===== src/rtl/anon_struct_skid.sv =====
// Two-entry registered skid buffer carrying an anonymous packed {seq, tag, data} payload.
// Optional macro ANON_STRUCT_SKID_PARITY_EN appends an even-parity bit and the out_parity port.
module anon_struct_skid #(
  parameter int unsigned          DATA_W     = 4,
  parameter int unsigned          TAG_W      = 2,
  parameter int unsigned          SEQ_W      = 3,
  parameter logic [DATA_W-1:0]    RESET_DATA = DATA_W'(4'h5)
) (
  input  logic              clk,
  input  logic              rst,
  input  logic              in_valid,
  output logic              in_ready,
  input  logic [TAG_W-1:0]  in_tag,
  input  logic [DATA_W-1:0] in_data,
  output logic              out_valid,
  input  logic              out_ready,
  output logic [TAG_W-1:0]  out_tag,
  output logic [DATA_W-1:0] out_data,
  output logic [SEQ_W-1:0]  out_seq
`ifdef ANON_STRUCT_SKID_PARITY_EN
  ,
  output logic              out_parity
`endif
);

  typedef enum logic [1:0] {EMPTY, ONE, FULL} state_t;

  state_t state, next_state;

  struct packed {
    logic [SEQ_W-1:0]  seq;
    logic [TAG_W-1:0]  tag;
    logic [DATA_W-1:0] data;
`ifdef ANON_STRUCT_SKID_PARITY_EN
    logic              parity;
`endif
  } in_pl, reset_pl, head_q, skid_q;

  logic [SEQ_W-1:0] seq_cnt;
  logic             accept;
  logic             pop;
  logic             load_head_in;
  logic             load_head_skid;
  logic             load_skid;

  assign accept    = in_valid & in_ready;
  assign pop       = out_valid & out_ready;
  assign out_valid = (state != EMPTY);

  // The accepted payload is stamped with the running sequence number.
  always_comb begin
    in_pl          = '0;
    in_pl.seq      = seq_cnt;
    in_pl.tag      = in_tag;
    in_pl.data     = in_data;
    reset_pl       = '0;
    reset_pl.data  = RESET_DATA;
`ifdef ANON_STRUCT_SKID_PARITY_EN
    in_pl.parity    = ^{seq_cnt, in_tag, in_data};
    reset_pl.parity = ^RESET_DATA;
`endif
  end

  always_comb begin
    next_state     = state;
    load_head_in   = 1'b0;
    load_head_skid = 1'b0;
    load_skid      = 1'b0;
    case (state)
      EMPTY: begin
        if (accept) begin
          load_head_in = 1'b1;
          next_state   = ONE;
        end
      end
      ONE: begin
        if (accept && pop) begin
          load_head_in = 1'b1;
        end else if (accept) begin
          load_skid  = 1'b1;
          next_state = FULL;
        end else if (pop) begin
          next_state = EMPTY;
        end
      end
      FULL: begin
        if (pop) begin
          load_head_skid = 1'b1;
          next_state     = ONE;
        end
      end
      default: next_state = EMPTY;
    endcase
  end

  // in_ready is its own flop so it reads low for the whole reset window.
  always_ff @(posedge clk) begin
    if (rst) begin
      state    <= EMPTY;
      in_ready <= 1'b0;
      seq_cnt  <= '0;
      head_q   <= reset_pl;
      skid_q   <= '0;
    end else begin
      state    <= next_state;
      in_ready <= (next_state != FULL);
      if (accept)
        seq_cnt <= seq_cnt + SEQ_W'(1);
      if (load_head_in)
        head_q <= in_pl;
      else if (load_head_skid)
        head_q <= skid_q;
      if (load_skid)
        skid_q <= in_pl;
    end
  end

  assign out_seq  = head_q.seq;
  assign out_tag  = head_q.tag;
  assign out_data = head_q.data;
`ifdef ANON_STRUCT_SKID_PARITY_EN
  assign out_parity = head_q.parity;
`endif

endmodule


===== config.mk =====
export PLATFORM = sky130hd
export DESIGN_NAME = anon_struct_skid
export DESIGN_NICKNAME = d
export VERILOG_FILES = /design/src/rtl/anon_struct_skid.sv
export SDC_FILE = /design/constraint.sdc
export NUM_CORES = 1
export LEC_CHECK = 0
export CAP_MARGIN = 15
export CORE_MARGIN = 5
export CORE_UTILIZATION = 45
export CTS_CLUSTER_DIAMETER = 80
export DETAILED_ROUTE_END_ITERATION = 10
export PLACE_DENSITY_LB_ADDON = 0.1
export SETUP_SLACK_MARGIN = 0.1
export SYNTH_ARGS = -nofsm -noshare
export SYNTH_HDL_FRONTEND = slang
export SYNTH_SLANG_ARGS = --single-unit

===== constraint.sdc =====
create_clock -name clk -period 3.6 [get_ports clk]
set_clock_uncertainty 0.15 [all_clocks]
set_input_delay 0.72 -clock clk [delete_from_list [all_inputs] [get_ports clk]]
set_output_delay 0.72 -clock clk [all_outputs]
set_load 0.02 [all_outputs]

==> run metrics, run 1 <==
Multi-input gate area=491.7 um2; post-synthesis mux area share=18.05%; synth cell count leaders=dfxtp_1, nor2_1, mux2i_1; die span in y=57.11 um; DP HPWL=1300 um; Routed WL=1841 um; Post-Synth Simple-Gate Area=17.67%; setup violators final=0; r2r startpoint=state[0]$_SDFF_PP0_; DR vias=757; Pleak=0.0005344 uW; CP startpoint kind=flip-flop; crit path time final=2376 ps; PD cells=432.5 nW/um2; clock buffer count from CTS=3; layout cells sized above 1=9.836%; per-cell routed wire length=12.27 um; drt pass-1 iters=4; Die Span X=57.11 um; DRC viols=0; max-cap viol count=0; fill count=203; crit path kind=flip-flop to output pin; Storage cell area=480.5 um2; worst min-delay path category=flip-flop to flip-flop; FF+latch count, synth=24; main combinational cell family by area after synthesis=multiplexers; Max FO, Critical Path=5; Total GRT Usage=11.62%; largest net degree at the start of global routing=17; worst slew pin tran=408.4 ps; Compound-Gate Fraction of Synth Area=10.53%; Clock Latency Late Sink=320 ps; Syn. warnings=0; post-route cell area=1275 um2; Final nets=134; Fmax achieved=420.9 MHz; Site Rows=17; slowest stage cell, crit path=clkdlybuf4s50_1; CP top delay family=buffers and inverters; PortBufs=20; top_reg_cell synth=dfxtp_1; Post-CTS Setup Inserts=0; n_diodes=0; Via density=5.047; area delta synth->final=27.69%; CP Capture Type=output pin; Period Utilization, post-route=65.99%; Root Driver=clkbuf_4; initial antenna violation count=0; Synth Instances=101; gr ovfl total=0; Top Ports=21; outcome=finished, final reports clean; Post-synth EDFFs=0; TritonCTS clock tree=done; hold slack=353.5 ps; number of DRC markers in iteration 0=6; GPL Wtd Cong=0.7220; share of the synthesized area in the top cell type=48.12%; Netlist cell types=22; first-pass GRT wire length=3022 um; post-synth net total=112; area leader, netlist=dfxtp_1; Placed Area=1222 um2; Crit path largest cell delay=590 ps; die area=3261 um2; Clock Sinks=24; xor-xnor portion of the synthesized cell area=1.754%; Seq/Total Area, Yosys=48.12%; worst vdd ir=254.8 uV; post-cts sizing count=0; Hold Vio Cnt, Final=0; initial core utilization=46.02%; hold_sp=seq_cnt[1]$_SDFFE_PP0P_; top-count cell post-synth=dfxtp_1; unrepaired setup endpoints after global routing=false; synthesized area=998.5 um2; Setup crit start=state[0]$_SDFF_PP0_; Async SR Flop Fraction=0%; syn_area_per_cell=9.886 um2; Post-Synth Adder-Cell Area=1.253%; total negative slack=0 ps; CP cell instances=or2_1, clkdlybuf4s50_1; CP Buf/Inv Count=1; post-cts hold buffer count=0; worst rel slew slack=72.69%; Slew Limit Fails=0; clock tree buffer depth=2; critical path arrival=1510 ps; Worst-path clk slew=140 ps; synth top area cells=dfxtp_1, mux2i_1, nor2_1; WP data required=2730 ps; Core Area=2170 um2; vias in the first global route=687; # H-tree levels=1; Routed Antenna Nets=0
## stage by stage
step                utilization (%)  setup slack, ps  power [uW]  cells
finish                        58.77             1224       551.4    150
global route                  58.77             1148       575.2    150
CTS                           58.77             1197       559.1    150
detailed placement            56.34             1250       364.9    146
global placement              56.34             1282       364.5    146
floorplan                         -             1901       330.2    101
## power by group
| part | internal (uW) | total (uW) | switching (uW) |
|---|---|---|---|
| Clock | 113 | 193 | 80.9 |
| Combinational | 36.8 | 73.2 | 36.4 |
| Sequential | 277 | 285 | 8.13 |
## layer usage
layer / wire, um / GRT usage (%) / share of wire [%]
met4: 31 / 5.960 / 1.7
met5: 0 / 0 / 0
met3: 79 / 2.489 / 4.3
met2: 825 / 17.29 / 45
met1: 904 / 15.73 / 49
## worst paths after layout
path                                   to  slack [ps]  cells past startpoint
setup reg to reg   skid_q[3]$_SDFFE_PP0P_        2160                      5
hold reg to reg   seq_cnt[1]$_SDFFE_PP0P_         350                      2
setup / recovery                out_valid        1220                      2
hold / removal    seq_cnt[1]$_SDFFE_PP0P_         350                      2
## sequential cells by signal, summed over array words and instances (netlist names)
register and count:
in_ready 1, out_tag 2, state 2, seq_cnt 3, out_seq 3, skid_q 9, out_data 4
## worst register-to-register path, delay by kind of cell, from the launching register on
family	cells	cell delay, ps
AND/OR/NAND/NOR	3	300
multiplexers	1	200
buffers and inverters	1	220
flip-flops	1	470
## final cells by class
cell class	count	area share [%]
clock buffer	3	1.766
sequential	24	37.68
multi-input combinational	72	38.57
clock inverter	1	2.355
timing repair buffer	22	16.88
tap	28	2.748
## cell usage in the layout (no fill, tap or decap), types with 2 or more instances in the layout
master           instances
nor2_1                  21
a21oi_1                  7
dfxtp_1                 24
mux2i_1                 18
nand3_1                  2
nand2_1                  2
clkbuf_4                 3
a211oi_1                 6
buf_4                    2
nor3_1                   3
clkdlybuf4s50_1         20
xor2_1                   2
## cells by family (layout without fill, tap and decap cells)
family / after synthesis / after routing
AOI/OAI and AO/OA: 16 / 16
xor gates and xnor gates: 2 / 2
adders and majority gates: 1 / 1
buffers and inverters: 5 / 26
DFF: 24 / 24
muxes: 18 / 18
and+or+nand+nor: 35 / 35
(Power assumes the default switching activity.)
==> run 2: changes to the inputs <==
==> constraint.sdc (replaced) <==
create_clock -name clk -period 2.42 [get_ports clk]
set_clock_uncertainty 0.15 [all_clocks]
set_input_delay 0.484 -clock clk [delete_from_list [all_inputs] [get_ports clk]]
set_output_delay 0.484 -clock clk [all_outputs]
set_load 0.02 [all_outputs]
==> run 2 against run 1 <==
Worst hold slack improved by 4.7 ps. Sequential share of layout area shrank 0.22 points. Global-route usage rose by 0.85 points. Final cell count increased by 0.67%. Routed wire length increased by 1.7%. Total power rose by 49%. Utilization up 0.35 points. Via count down 0.53%. Register-to-register slack worse by 1200 ps. Critical path depth did not move. Sequential cell count is the same. Clock power increased by 48%. Critical path type unchanged. Largest cell class unchanged.
==> run metrics, run 2 (synthesis results as in run 1) <==
Worst-path clk slew=130 ps; gr ovfl total=0; worst vdd ir=387.0 uV; Top Ports=21; Slew Limit Fails=0; Clock Latency Late Sink=310 ps; crit path time final=2152 ps; initial antenna violation count=0; clock buffer count from CTS=3; n_diodes=0; TritonCTS clock tree=done; CP Capture Type=output pin; Hold Vio Cnt, Final=0; outcome=finished, final reports clean; crit path kind=flip-flop to output pin; post-cts hold buffer count=0; drt pass-1 iters=2; Fmax achieved=464.7 MHz; Clock Sinks=24; PD cells=639.4 nW/um2; initial core utilization=46.02%; commonest non-fill, non-tap cell in the layout=dfxtp_1; Period Utilization, post-route=88.92%; Die Span X=57.11 um; max reg flops=9; PortBufs=20; first-pass GRT wire length=3208 um; max-cap viol count=0; setup violators final=0; Root Driver=clkbuf_4; largest net degree at the start of global routing=17; per-cell routed wire length=12.40 um; unrepaired setup endpoints after global routing=false; Total GRT Usage=12.48%; GPL Wtd Cong=0.7033; worst min-delay path category=flip-flop to flip-flop; DR vias=753; CP startpoint kind=flip-flop; Routed WL=1873 um; # H-tree levels=1; total negative slack=0 ps; Site Rows=17; die area=3261 um2; Pleak=0.0005392 uW; Design Power=820.0 uW; clock tree buffer depth=2; post-cts sizing count=0; critical path arrival=1520 ps; Core Area=2170 um2; Final nets=135; number of DRC markers in iteration 0=3; Post-CTS Setup Inserts=0; Max FO, Critical Path=5; layout cells sized above 1=10.57%; area delta synth->final=28.45%; worst rel slew slack=71.46%; commonest cells after routing, fill and taps aside=dfxtp_1, nor2_1, clkdlybuf4s50_1; die span in y=57.11 um; worst slew pin tran=426.7 ps; Biggest register=skid_q; DRC viols=0; vias in the first global route=725; Via density=4.987; WP data required=1790 ps; Routed Antenna Nets=0
run 2: cell count changes in the layout (fill, tap and decap cells not counted), sizes merged:
cell / change
buf: +1
run 2: report_power, final:
group,internal (uW),switching [uW]
Combinational,55.7,54.9
Sequential,412,12.0
Clock,167,119
run 2: stage by stage:
step / instances / setup slack (ps) / util (%) / hold WS (ps) / cell area (um2)
after floorplan: 101 / 952.7 / - / 309.6 / 998.5
after global placement: 147 / 331.1 / 56.69 / 322.4 / 1230
after detailed placement: 147 / 258.6 / 56.69 / 328.6 / 1230
after CTS: 151 / 242.1 / 59.11 / 358.3 / 1282
after global routing: 151 / 164.5 / 59.11 / 384.9 / 1282
final: 151 / 268.1 / 59.11 / 358.2 / 1282
run 2: cell type report:
cell class	count	area, um2
fill	216	887.1
multi-input combinational	72	491.7
sequential	24	480.5
timing repair buffer	23	222.7
tap	28	35.03
clock inverter	1	30.03
clock buffer	3	22.52
run 2: layer usage:
layer	up-vias	track usage [%]	wire length, um
met5	-	0	0
met4	0	5.960	13
met3	2	2.262	68
met2	9	19.90	884
met1	344	16.21	906
li1	398	-	-
run 2: worst max-delay path, cell delays in order, from the launching register on:
cell	delay, ps
dfxtp_1	470
or2_1	140
clkdlybuf4s50_1	590
run 2: final timing paths:
| check | from | endpoint | slack (ps) | depth (start not counted) |
|---|---|---|---|---|
| worst max register to register | state[0]$_SDFF_PP0_ | skid_q[2]$_SDFFE_PP0P_ | 940 | 5 |
| worst max-delay path | state[0]$_SDFF_PP0_ | out_valid | 270 | 2 |
| worst min register to register | skid_q[5]$_SDFFE_PP0P_ | skid_q[5]$_SDFFE_PP0P_ | 360 | 2 |
| worst min-delay path | skid_q[5]$_SDFFE_PP0P_ | skid_q[5]$_SDFFE_PP0P_ | 360 | 2 |
==> run 3: changes to the inputs <==
--- a/config.mk
+++ b/config.mk
@@ -10,7 +10,7 @@
 export CORE_UTILIZATION = 45
 export CTS_CLUSTER_DIAMETER = 80
 export DETAILED_ROUTE_END_ITERATION = 10
-export PLACE_DENSITY_LB_ADDON = 0.1
+export PLACE_DENSITY = 0.72
 export SETUP_SLACK_MARGIN = 0.1
 export SYNTH_ARGS = -nofsm -noshare
 export SYNTH_HDL_FRONTEND = slang
==> constraint.sdc (replaced) <==
create_clock -name clk -period 2.2 [get_ports clk]
set_clock_uncertainty 0.15 [all_clocks]
set_input_delay 0.44 -clock clk [delete_from_list [all_inputs] [get_ports clk]]
set_output_delay 0.44 -clock clk [all_outputs]
set_load 0.02 [all_outputs]
==> run 3 against run 2 <==
Largest power group unchanged. Global-route usage rose by 0.58 points. Total power is 6.4% lower. Register-to-register slack worse by 220 ps. Largest cell class unchanged.
==> run metrics, run 3 (synthesis results as in run 1) <==
outcome=finished, final reports clean; Clock Sinks=24; DRC viols=0; post-cts hold buffer count=0; GPL Wtd Cong=0.7921; Hold Vio Cnt, Final=0; drt pass-1 iters=4; Via density=5.020; die span in y=57.11 um; setup violators final=0; Setup crit start=state[0]$_SDFF_PP0_; worst slew pin tran=324.6 ps; Pleak=0.0005302 uW; Die Span X=57.11 um; max reg flops=9; Core Area=2170 um2; Top Ports=21; critical path arrival=1440 ps; DR vias=758; r2r startpoint=state[1]$_SDFF_PP0_; largest net degree at the start of global routing=17; Site Rows=17; post-cts sizing count=1; Routed Antenna Nets=0; Routed WL=1949 um; initial antenna violation count=0; worst rel slew slack=78.29%; DP HPWL=1454 um; gr ovfl total=0; met1 usage=16.16%; vias in the first global route=789; CP Capture Type=output pin; Total GRT Usage=13.06%; Worst-path clk slew=110 ps; CP startpoint kind=flip-flop; GR peak layer=met2; Net Sw Power=188.3 uW; Clock Latency Late Sink=290 ps; # H-tree levels=1; hold_sp=skid_q[2]$_SDFFE_PP0P_; worst vdd ir=405.6 uV; WP data required=1610 ps; max-cap viol count=0; crit path time final=2031 ps; Final nets=136; Finished Core Util=58.13%; per-cell routed wire length=12.91 um; clock buffer count from CTS=3; Post-CTS Setup Inserts=0; die area=3261 um2; Gate power share=16.2%; PortBufs=20; Int Pwr=579.0 uW; n_diodes=0; fill count=203; met3 usage=2.715%; sequential group share of total power=60.8%; area delta synth->final=26.32%; total negative slack=0 ps; Biggest register=skid_q; Root Driver=clkbuf_4; crit path kind=flip-flop to output pin; Period Utilization, post-route=92.30%; met2 Use GR=22.19%; first-pass GRT wire length=3374 um; commonest non-fill, non-tap cell in the layout=dfxtp_1; Fmax achieved=492.4 MHz; number of DRC markers in iteration 0=10; layout cells sized above 1=11.38%; commonest cells after routing, fill and taps aside=dfxtp_1, nor2_1, clkdlybuf4s50_1; TritonCTS clock tree=done; Slew Limit Fails=0; initial core utilization=46.02%; clock tree buffer depth=2; Net Sw Frac=24.54%; clock network power share=23.1%; Max FO, Critical Path=5; PD cells=608.4 nW/um2; worst min-delay path category=flip-flop to flip-flop; unrepaired setup endpoints after global routing=false
run 3: power groups by stage:
stage	clock network, uW	logic [uW]	registers [uW]
finish	177	124	466
CTS	191	126	467
detailed placement	0	125	476
floorplan	0	51.0	489
global placement	0	123	475
global route	204	136	470
run 3: stage by stage:
step / power [uW] / hold WS [ps] / area [um2] / cells / worst slack (ps)
after floorplan: 540.4 / 309.6 / 998.5 / 101 / 732.7
after CTS: 783.3 / 360.0 / 1261 / 151 / 143.6
after global placement: 597.7 / 321.7 / 1237 / 148 / 196.4
after global routing: 809.0 / 404.7 / 1261 / 151 / 100.1
after detailed placement: 601.1 / 327.5 / 1237 / 148 / 174.4
final: 767.3 / 352.9 / 1261 / 151 / 169.3
run 3: worst paths after layout:
path	end	slack, ps	cells past startpoint
worst max-delay path	out_valid	170	2
worst min register to register	skid_q[2]$_SDFFE_PP0P_	350	2
worst min-delay path	skid_q[2]$_SDFFE_PP0P_	350	2
worst max register to register	out_seq[1]$_SDFFE_PP0P_	720	4
run 3: final cells by class:
cell class	instances	area, um2	area share, %
flip-flops and latches	24	481.7	38.19
multi-input cells	72	491.7	38.99
well taps	28	35.03	2.778
repair buffers	24	230.2	18.25
clock buffers	3	22.52	1.786
run 3: critical path, cell delays in order, from the launching register on:
cell	delay [ps]
dfxtp_2	370
or2_1	230
clkdlybuf4s50_1	540
run 3: routing by layer:
| metal | vias up | wire, um |
|---|---|---|
| li1 | 397 | - |
| met1 | 344 | 906 |
| met2 | 15 | 930 |
| met3 | 2 | 101 |
| met4 | 0 | 10 |
| met5 | - | 0 |
